File: config.mk
export PLATFORM = sky130hd
export DESIGN_NAME = pmesh_mask_merge
export DESIGN_NICKNAME = d
export VERILOG_FILES = /design/src/rtl/pmesh_mask_pkg.sv /design/src/rtl/pmesh_mask_check.sv /design/src/rtl/pmesh_mask_merge.sv
export SDC_FILE = /design/constraint.sdc
export NUM_CORES = 1
export LEC_CHECK = 0
export ABC_AREA = 1
export CORE_UTILIZATION = 40
export CTS_CLUSTER_SIZE = 16
export DETAILED_ROUTE_END_ITERATION = 10
export PLACE_DENSITY = 0.72
export RECOVER_POWER = 25
export SETUP_SLACK_MARGIN = 0.1
export SLEW_MARGIN = 20
export SYNTH_ARGS = -nofsm -noshare
export SYNTH_HDL_FRONTEND = slang
export SYNTH_SLANG_ARGS = --single-unit
File: constraint.sdc
create_clock -name clk -period 2.2 [get_ports clk]
set_input_delay 0.33 -clock clk [delete_from_list [all_inputs] [get_ports clk]]
set_output_delay 0.33 -clock clk [all_outputs]
set_load 0.02 [all_outputs]
File: src/rtl/pmesh_mask_pkg.sv
// pmesh_mask_pkg: P-Mesh mask constants and legality helper shared by splitter and merger.
package pmesh_mask_pkg;
  localparam logic [7:0] BASE_1B = 8'h01;
  localparam logic [7:0] BASE_2B = 8'h03;
  localparam logic [7:0] BASE_4B = 8'h0F;
  localparam logic [7:0] BASE_8B = 8'hFF;
  localparam int N_LEGAL = 15;
  localparam logic [7:0] LEGAL_MASKS [N_LEGAL] = '{
    BASE_8B,
    BASE_4B, BASE_4B << 4,
    BASE_2B, BASE_2B << 2, BASE_2B << 4, BASE_2B << 6,
    BASE_1B, BASE_1B << 1, BASE_1B << 2, BASE_1B << 3,
    BASE_1B << 4, BASE_1B << 5, BASE_1B << 6, BASE_1B << 7
  };
  typedef enum logic {EMPTY, FULL} state_t;
  // An all-zero mask is only a flush marker, so it needs last to be legal.
  function automatic logic is_legal_mask(input logic [7:0] mask, input logic last);
    is_legal_mask = (mask == 8'h00) & last;
    for (int i = 0; i < N_LEGAL; i++) is_legal_mask |= (mask == LEGAL_MASKS[i]);
  endfunction
endpackage

File: src/rtl/pmesh_mask_check.sv
// pmesh_mask_check: alignment and overlap check of one fragment against the beat being built.
module pmesh_mask_check
  import pmesh_mask_pkg::*;
(
  input  logic [7:0] mask,
  input  logic       last,
  input  logic [7:0] acc_strb,
  output logic       legal,
  output logic       overlap,
  output logic       good
);
  assign legal   = is_legal_mask(mask, last);
  assign overlap = |(mask & acc_strb);
  assign good    = legal & ~overlap;
endmodule

File: src/rtl/pmesh_mask_merge.sv
// pmesh_mask_merge: merges aligned P-Mesh fragments back into one AXI-style strobed beat.
module pmesh_mask_merge
  import pmesh_mask_pkg::*;
#(
  parameter int STRB_W = 8,
  parameter int DATA_W = 8 * STRB_W
) (
  input  logic              clk,
  input  logic              rst,
  input  logic              s_valid,
  output logic              s_ready,
  input  logic [STRB_W-1:0] s_mask,
  input  logic [DATA_W-1:0] s_data,
  input  logic              s_last,
  output logic              m_valid,
  input  logic              m_ready,
  output logic [STRB_W-1:0] m_strb,
  output logic [DATA_W-1:0] m_data,
  output logic [3:0]        m_frags,
  output logic              m_err
);
  state_t            state;
  logic [STRB_W-1:0] acc_strb, nxt_strb;
  logic [DATA_W-1:0] acc_data, nxt_data;
  logic [3:0]        acc_cnt, nxt_cnt;
  logic              acc_err;
  logic              legal, overlap, good, s_fire;

  pmesh_mask_check u_check (
    .mask    (s_mask),
    .last    (s_last),
    .acc_strb(acc_strb),
    .legal   (legal),
    .overlap (overlap),
    .good    (good)
  );

  assign m_valid = (state == FULL);
  assign s_ready = ~m_valid | m_ready;
  assign s_fire  = s_valid & s_ready;

  always_comb begin
    nxt_strb = good ? (acc_strb | s_mask) : acc_strb;
    nxt_cnt  = (&acc_cnt) ? acc_cnt : acc_cnt + 4'd1;
    nxt_data = acc_data;
    for (int i = 0; i < STRB_W; i++)
      if (good && s_mask[i]) nxt_data[8*i +: 8] = s_data[8*i +: 8];
  end

  // A last-accept moves the merged result to the output and restarts the accumulator in one edge.
  always_ff @(posedge clk) begin
    if (rst) begin
      state    <= EMPTY;
      acc_strb <= '0;
      acc_data <= '0;
      acc_cnt  <= '0;
      acc_err  <= 1'b0;
      m_strb   <= '0;
      m_data   <= '0;
      m_frags  <= '0;
      m_err    <= 1'b0;
    end else begin
      if (s_fire && s_last) begin
        state    <= FULL;
        m_strb   <= nxt_strb;
        m_data   <= nxt_data;
        m_frags  <= nxt_cnt;
        m_err    <= acc_err | ~good;
        acc_strb <= '0;
        acc_data <= '0;
        acc_cnt  <= '0;
        acc_err  <= 1'b0;
      end else begin
        if (s_fire) begin
          acc_strb <= nxt_strb;
          acc_data <= nxt_data;
          acc_cnt  <= nxt_cnt;
          acc_err  <= acc_err | ~good;
        end
        if (state == FULL && m_ready) state <= EMPTY;
      end
    end
  end
endmodule
==> Yosys cells after proc, flatten, opt, wreduce, memory -nomap -nowiden <==
Index checks and enable logic that the tools add are counted.
{ "totals": {"input_bits": 77, "output_inout_bits": 79, "regBits": 155} }
{ "op_classes": {"bitwise": 25, "add_sub_neg": 1, "reduce_logical": 15, "n_mux": 12, "eq_ne": 15} }
{ "op_table": {"columns": ["cell", "n"], "rows": [
  ["two-way mux 8 bit", 9],
  ["equality test 8 bit, second input constant", 4],
  ["equality test 8 x 4 -> 1 bit, second input constant", 3],
  ["OR 1 bit", 17],
  ["equality test 8 x 2 -> 1 bit, second input constant", 2],
  ["equality test 8 x 6 -> 1 bit, second input constant", 2],
  ["logical AND 1 bit", 10],
  ["bitwise AND 8 bit", 1],
  ["equality test 8 x 1 -> 1 bit, second input constant", 1],
  ["equality test 8 x 3 -> 1 bit, second input constant", 1],
  ["equality test 8 x 5 -> 1 bit, second input constant", 1],
  ["equality test 8 x 7 -> 1 bit, second input constant", 1],
  ["zero test 8 bit", 1],
  ["OR 8 bit", 1],
  ["OR reduction 8 bit", 1],
  ["adder 4 x 1 -> 4 bit, second input constant", 1],
  ["two-way mux 4 bit", 1],
  ["AND reduction 4 bit", 1],
  ["bitwise AND 1 bit", 3],
  ["NOT 1 bit", 3],
  ["two-way mux 1 bit", 2],
  ["nonzero test 2 bit", 1],
  ["OR reduction 2 bit", 1]
]} }

==> Longest topological paths before layout <==
Gate-level depths: netlist of the first run.
{ "logic_depth": {"ltp_word": 20, "mapped_depth": 12, "depth_no_buf": 11} }

==> Cells and area by module <==
Synthesis of the first run repeated with hierarchy kept, for this count alone.
{ "unflattened": {"hier_cells": 977, "area_unflattened_um2": 6632.6} }
{ "modules_own_cells": {"columns": ["module", "instances", "cells_per_inst", "seq_area_each_um2", "area_per_inst_um2"], "rows": [
  ["pmesh_mask_merge", 1, 925, 3103.0, 6401.1],
  ["pmesh_mask_check", 1, 52, 0.0, 231.5]
]} }

==> Least setup slack after synthesis of the first run <==
No wires, ideal clock.
{ "synth_timing": {"path_kind": "register to register", "startpoint": "register state (netlist: m_valid)", "endpoint": "register m_data[34]", "required_ns": 2.141, "stages_incl_launch_ff": 11, "arrival_ns": 1.549, "path_slack_ns": 0.592, "setup_ns": 0.059, "path_cell_list": "dfxtp_1 nand2_2 nand2_2 nor2_4 inv_2 nand2_2 inv_2 buf_2 clkbuf_1 nand2_1 nand2_1"} }
{ "synth_via": {"elab_chain_len": 4} }
{ "synth_lines": {"columns": ["element", "line", "source"], "rows": [
  ["from (decl)", "pmesh_mask_merge.sv:22", "state_t state;"],
  ["from (signal assigned)", "pmesh_mask_merge.sv:53", "state <= EMPTY;"],
  ["from (signal assigned)", "pmesh_mask_merge.sv:64", "state <= FULL;"],
  ["from (signal assigned)", "pmesh_mask_merge.sv:80", "if (state == FULL && m_ready) state <= EMPTY;"],
  ["NOT 1 bit", "pmesh_mask_merge.sv:39", "assign s_ready = ~m_valid | m_ready;"],
  ["OR 1 bit", "pmesh_mask_merge.sv:39", null],
  ["via s_ready", "pmesh_mask_merge.sv:11", "output logic s_ready,"],
  ["bitwise AND 1 bit", "pmesh_mask_merge.sv:40", "assign s_fire = s_valid & s_ready;"],
  ["logical AND 1 bit", "pmesh_mask_merge.sv:63", "if (s_fire && s_last) begin"],
  ["to (signal assigned)", "pmesh_mask_merge.sv:66", "m_data <= nxt_data;"],
  ["to (decl)", "pmesh_mask_merge.sv:18", "output logic [DATA_W-1:0] m_data,"]
]} }
The timed path passes the listed nets, and every way through them passes these cells.
A chain may end at the register's enable or synchronous reset.

==> Worst setup path in the final report of the first run <==
{ "layout_timing": {"startpoint": "register state (netlist: m_valid)", "endpoint": "register acc_strb[1]"} }
{ "layout_via": {"elab_chain_len": 5} }
{ "layout_lines": {"columns": ["element", "line", "source"], "rows": [
  ["NOT 1 bit *", "pmesh_mask_merge.sv:39", null],
  ["OR 1 bit *", "pmesh_mask_merge.sv:39", null],
  ["bitwise AND 1 bit *", "pmesh_mask_merge.sv:40", null],
  ["logical AND 1 bit", "pmesh_mask_merge.sv:63", null],
  ["OR reduction 2 bit (no source line)", null, null],
  ["to (signal assigned)", "pmesh_mask_merge.sv:75", "acc_strb <= nxt_strb;"],
  ["to (decl)", "pmesh_mask_merge.sv:23", "logic [STRB_W-1:0] acc_strb, nxt_strb;"]
]} }
Mark *: on every way between the ends. The rest lies on a longest branch, timed or not.

==> results.toml, run 1 <==
[clock_tree]
cts.sinks = 155
clk_root_buffer_cell = "clkbuf_16"
cts.path.max_buffers = 2
clkLatencyLatePin_ns = 0.43
numCtsBuffers = 17
clk_pin_slew_ns = 0.06
cts_tree = "done"
hold_buffers = 0
htree_num_levels = 4
ctsResizeCount = 0
postCtsSetupRepairBufs = 0

[synthesis]
synth_top_family_by_area = "simple AND/OR/NAND/NOR gates"
avgSynthCellArea_sq_um = 6.76
syn_area_sq_um = 7150
synth_compound_area_share_pct = 7.45
yosysSeqAreaShare_pct = 43.4
synth_xor_area_share_pct = 0.122
synth_ff_type = "dfxtp_1"
synth_cell_type_count = 26
syn-instance-count = 1058
async_flop_share_pct = 0
synthSimpleGateAreaFrac_pct = 35.6
synth_nets = 1136
synth_edf_count = 0
ys_seq_elements = 155
synthMuxAreaShare_pct = 0.140
ys_warn_count = 0
synth-adder-area-share_pct = 0.175

[critical_path]
reg2reg_slack_ns = 0.31
crit_buf_inv = 3
crit_end = "acc_strb[1]"
cp_max_fo = 18
end_kind = "flip-flop"
crit_top_cell = "nand2_1"
slowest_delay_ns = 0.36
cp.depth = 9
path_delay_family = "buffers and inverters"
worstPathRequired_ns = 2.55
cp-startpoint = "m_valid"
worstSetupPathType = "reg -> reg"
start_kind = "flip-flop"
reg2reg_from = "m_valid"
crit_chain = "nand2_1 > nand2_1 > nor2_4 > inv_1 > nand2_1 > inv_1 > buf_4 > o21ai_0 > a21oi_1"
worst-r2r-cell-count = 9
slowest_stage = "dfxtp_1"
rr_endpoint = "acc_strb[1]"
cp.arrival_ns = 2.24

[sta]
slew_violations = 0
worst_slack_ns = 0.307
slew_headroom_pct = 74.8
fmax_mhz = 528
fin_crit_sh_pct = 86.0
worst_slew_pin_slew_ns = 0.378
grt_setup_unrepaired = "no"
fin_worst_skew_ns = 0.00952
setup-violations-final = 0
fin_tns_setup_ns = 0
worst_hold_slack_ns = 0.445
hold_viol_final = 0
finalCriticalPeriod_ns = 1.89

[power_and_ir_drop]
p_int_mw = 4.85
switchingPower_mw = 1.73
ir_drop_mv = 0.570
p_leak_nw = 4.94
combPwrFrac_pct = 13.7
p_seq_share_pct = 45.3
power_per_cell_area_nw_per_um2 = 681
switching_share_pct = 26.4
p_clk_share_pct = 40.9

[run]
maxCapViolCount = 0

[drt]
num_vias = 7016
antenna_left = 0
wl_per_cell_microns = 12.8
viasPerCell = 4.82
drt_iter0_markers = 305
drc = 0
wl_mm = 18.6
drt_first_pass_iters = 4

[floorplanning]
core_area_sq_um = 17400
die_x_microns = 136
fp.dieH_microns = 136
fp-row-count = 48
dieArea_sq_um = 18400
initial_utilization_pct = 41.2
io_pins = 156

[worst_hold_path]
min_path_type = "reg -> reg"

[finish]
utilization_pct = 55.7
diodes = 0
instances_no_fill = 1457
area_delta_synth_final_pct = 35.2
final_nets = 1298
drive_gt1_share_pct = 7.87

[outcome]
status = "finished, final reports clean"

[global_route]
antenna_found_initial = 0
grt_pass1_wl_mm = 30.2
track_usage_pct = 20.7
grt_max_degree = 48
grt_pass1_vias = 6298
overflow = 0

[placement]
placed_cells = 1426
place.gp.congestion = 0.769
pre_cts_ws_ns = -0.0891
hpwl_mm = 12.8
portBuffers = 155
[power by group through the flow]
stage	Combinational, mW	Sequential [mW]	Clock (mW)
2_1_floorplan	0.469	3.09	0
3_3_place_gp	0.906	3.04	0
3_5_place_dp	0.915	3.04	0
4_1_cts	0.920	2.99	2.74
5_1_grt	1.00	3.00	2.88
6_report	0.903	2.98	2.69
[layout by cell type (no fill, tap or decap), drive strengths merged, types with 3 or more instances in the layout]
cell | netlist | final
a21oi | 72 | 72
a31oi | 8 | 8
buf | 43 | 50
clkbuf | 19 | 21
clkdlybuf4s50 | 0 | 106
clkinv | 0 | 3
clkinvlp | 0 | 6
dfxtp | 155 | 155
dlygate4sd3 | 0 | 49
inv | 153 | 154
nand2 | 407 | 407
nand3 | 77 | 77
nand4 | 69 | 69
nor2 | 27 | 27
o21ai | 23 | 23
[area by class of cell]
cell class | instances | area (sq um)
fillers | 1629 | 7690
multi-input cells | 688 | 3120
flip-flops and latches | 155 | 3100
repair buffers | 205 | 2050
inverters | 153 | 574
clock buffers | 21 | 470
well taps | 225 | 282
clock inverters | 10 | 68.8
[Yosys cell counts (2+ instances only)]
cell,count,area share (%)
nand2_1,404,21
nand3_1,68,4.8
clkbuf_1,19,1.0
a31oi_1,8,0.70
nand4_1,67,5.9
inv_2,4,0.21
inv_1,149,7.8
nor2_4,2,0.31
buf_2,13,0.91
buf_4,17,1.8
nand4_2,2,0.35
o21ai_0,23,1.6
a21oi_1,72,5.0
nand3_2,7,0.98
dfxtp_1,155,43
buf_6,5,0.79
nand3_4,2,0.49
nand2_2,3,0.26
buf_1,7,0.37
nor2_1,25,1.3
[sequential cells by signal (all words and copies together) (netlist names)]
signal and flops:
m_valid 1, acc_strb 8, m_data 64, m_frags 4
acc_data 64, acc_err 1, m_strb 8, acc_cnt 4
m_err 1
[stage by stage]
stage | power, mW | area [sq um]
after CTS | 6.65 | 9680
after floorplan | 3.55 | 7150
after global placement | 3.95 | 9140
final | 6.58 | 9670
after detailed placement | 3.96 | 9140
after global routing | 6.88 | 9670
[how the worst min path moves through the flow]
| stage | startpoint | endpoint | slack (ns) | cells past startpoint |
|---|---|---|---|---|
| 3_5_place_dp | m_data[12] | m_data[12] | 0.44 | 2 |
| 2_1_floorplan | acc_err | acc_err | 0.44 | 2 |
| 6_report | m_data[12] | m_data[12] | 0.44 | 2 |
| 5_1_grt | m_data[26] | m_data[26] | 0.47 | 2 |
| 3_3_place_gp | m_data[53] | m_data[53] | 0.44 | 2 |
| 4_1_cts | m_data[12] | m_data[12] | 0.45 | 2 |
[metal layers]
metal  GRT usage [%]  up-vias  routed length (microns)
met5               0        -                        0
met4            6.93        0                      310
met3            4.56       24                     1060
met2            33.3      167                     8530
met1            27.3     3169                     8750
li1                -     3656                        -
[cell families (layout without fill, tap and decap cells)]
kind of cell,Yosys count,in the layout
buf+inv,215,389
fa+ha+maj,1,1
xor+xnor,1,1
compound gates,104,104
mux,1,1
flops,155,155
simple gates,581,581
[worst min-delay path, cell delays in order, from the launching register on]
cell     delay, ns
dfxtp_1       0.32
nand2_1       0.05
nand2_1       0.05
(Power assumes the default switching activity.)
==> inputs of run 2 (changes only) <==
Settings changed: CORE_MARGIN set to 8.
==> results.toml, run 2 (synthesis results as in run 1) <==
[clock_tree]
clk_pin_slew_ns = 0.06
clk_root_buffer_cell = "clkbuf_16"
htree_num_levels = 4
cts.sinks = 155
ctsResizeCount = 0
cts.path.max_buffers = 2
numCtsBuffers = 17
postCtsSetupRepairBufs = 0
hold_buffers = 0
clkLatencyLatePin_ns = 0.42
cts_tree = "done"

[finish]
n_fill_cell = 1767
multi_input_area_sq_um = 3120
final_nets = 1286
utilization_pct = 54.0
mostFrequentLayoutCell = "nand2_1"
most-common-layout-cells = "nand2_1 (406), dfxtp_1 (155), inv_1 (150), clkdlybuf4s50_1 (113), a21oi_1 (72)"
diodes = 0
regArea_sq_um = 3100
area_delta_synth_final_pct = 34.2
reg_top3 = "acc_data (64), m_data (64)"
drive_gt1_share_pct = 6.96

[sta]
worst_hold_slack_ns = 0.447
grt_setup_unrepaired = "no"
fin_crit_sh_pct = 87.3
slew_headroom_pct = 54.6
fmax_mhz = 521
hold_viol_final = 0
setup-violations-final = 0
fin_worst_skew_ns = 0.0118
finalCriticalPeriod_ns = 1.92
worst_slack_ns = 0.279
slew_violations = 0
worst_slew_pin_slew_ns = 0.681

[drt]
num_vias = 7000
wl_per_cell_microns = 13.7
antenna_left = 0
wl_mm = 19.8
drt_first_pass_iters = 5
drt_iter0_markers = 321
viasPerCell = 4.83
drc = 0

[worst_hold_path]
min_path_type = "reg -> reg"

[power_and_ir_drop]
p_seq_share_pct = 45.3
switchingPower_mw = 1.74
finalPower_mw = 6.59
ir_drop_mv = 0.556
combPwrFrac_pct = 13.6
power_per_cell_area_nw_per_um2 = 687
p_int_mw = 4.85
p_clk_share_pct = 41.1
p_leak_nw = 4.88
switching_share_pct = 26.3

[global_route]
track_usage_pct = 17.5
antenna_found_initial = 0
overflow = 0
grt_pass1_wl_mm = 31.8
grt_max_degree = 52
grt_pass1_vias = 6481

[placement]
hpwl_mm = 13.6
portBuffers = 155
pre_cts_ws_ns = -0.0920
place.gp.congestion = 0.748

[critical_path]
worstPathRequired_ns = 2.55
worstSetupPathType = "in -> reg"
cp_max_fo = 34
cp.arrival_ns = 2.27
end_kind = "flip-flop"
start_kind = "input port"

[floorplanning]
initial_utilization_pct = 40.2
fp.dieH_microns = 150
core_area_sq_um = 17800
die_x_microns = 150
dieArea_sq_um = 22400
fp-row-count = 49
io_pins = 156

[outcome]
status = "finished, final reports clean"

[run]
maxCapViolCount = 0
-- run 2: cell count changes in the layout (fill, tap and decap cells not counted), sizes merged --
| cell | delta |
|---|---|
| buf | -12 |
| clkdlybuf4s50 | +7 |
| dlygate4sd3 | -7 |
| clkinvlp | -3 |
| clkbuf | +2 |
| clkinv | +1 |
| inv | +1 |
-- run 2: area by class of cell --
cell class                      count  share of cell area, %
Tap cell                          229                   2.99
Clock inverter                      9                  0.665
Multi-Input combinational cell    688                   32.5
Inverter                          153                   5.99
Sequential cell                   155                   32.3
Timing Repair Buffer              193                   20.6
Clock buffer                       23                   4.98
-- run 2: metal layers --
| layer | routed length [microns] | vias up | global-route usage (%) |
|---|---|---|---|
| li1 | - | 3626 | - |
| met5 | 0 | - | 0 |
| met1 | 8980 | 3175 | 21.5 |
| met2 | 9360 | 182 | 29.4 |
| met4 | 282 | 0 | 5.85 |
| met3 | 1220 | 17 | 4.41 |
-- run 2: path summary, 6_finish.rpt --
kind / start / to / slack (ns) / cells past startpoint
setup / recovery: m_ready / m_frags[1] / 0.28 / 10
hold / removal: m_data[48] / m_data[48] / 0.45 / 2
hold reg to reg: m_data[48] / m_data[48] / 0.45 / 2
setup reg to reg: m_valid / m_frags[1] / 0.35 / 8
-- run 2: worst max-delay path, stage by stage --
cell and delay, ns:
clkdlybuf4s50_1 0.48, inv_2 0.04, nand2_2 0.07, nand2_1 0.17, nor2_4 0.14, inv_2 0.07, nor2_4 0.07, buf_2 0.55
inv_1 0.16, o21ai_0 0.17
-- run 2: metrics by stage --
step | cell area (sq um) | TNS [ns] | instances
3_5_place_dp | 9080 | -1.15 | 1418
4_1_cts | 9620 | 0 | 1450
5_1_grt | 9590 | 0 | 1450
6_report | 9590 | 0 | 1450
3_3_place_gp | 9080 | -0.00973 | 1418
2_1_floorplan | 7150 | 0 | 1058
-- run 2: power by group through the flow --
stage	clock (mW)	combinational [mW]	sequential [mW]
floorplan	0	0.469	3.09
global placement	0	0.902	3.04
detailed placement	0	0.913	3.04
CTS	2.78	0.918	2.98
global route	2.91	0.992	3.00
finish	2.71	0.898	2.98
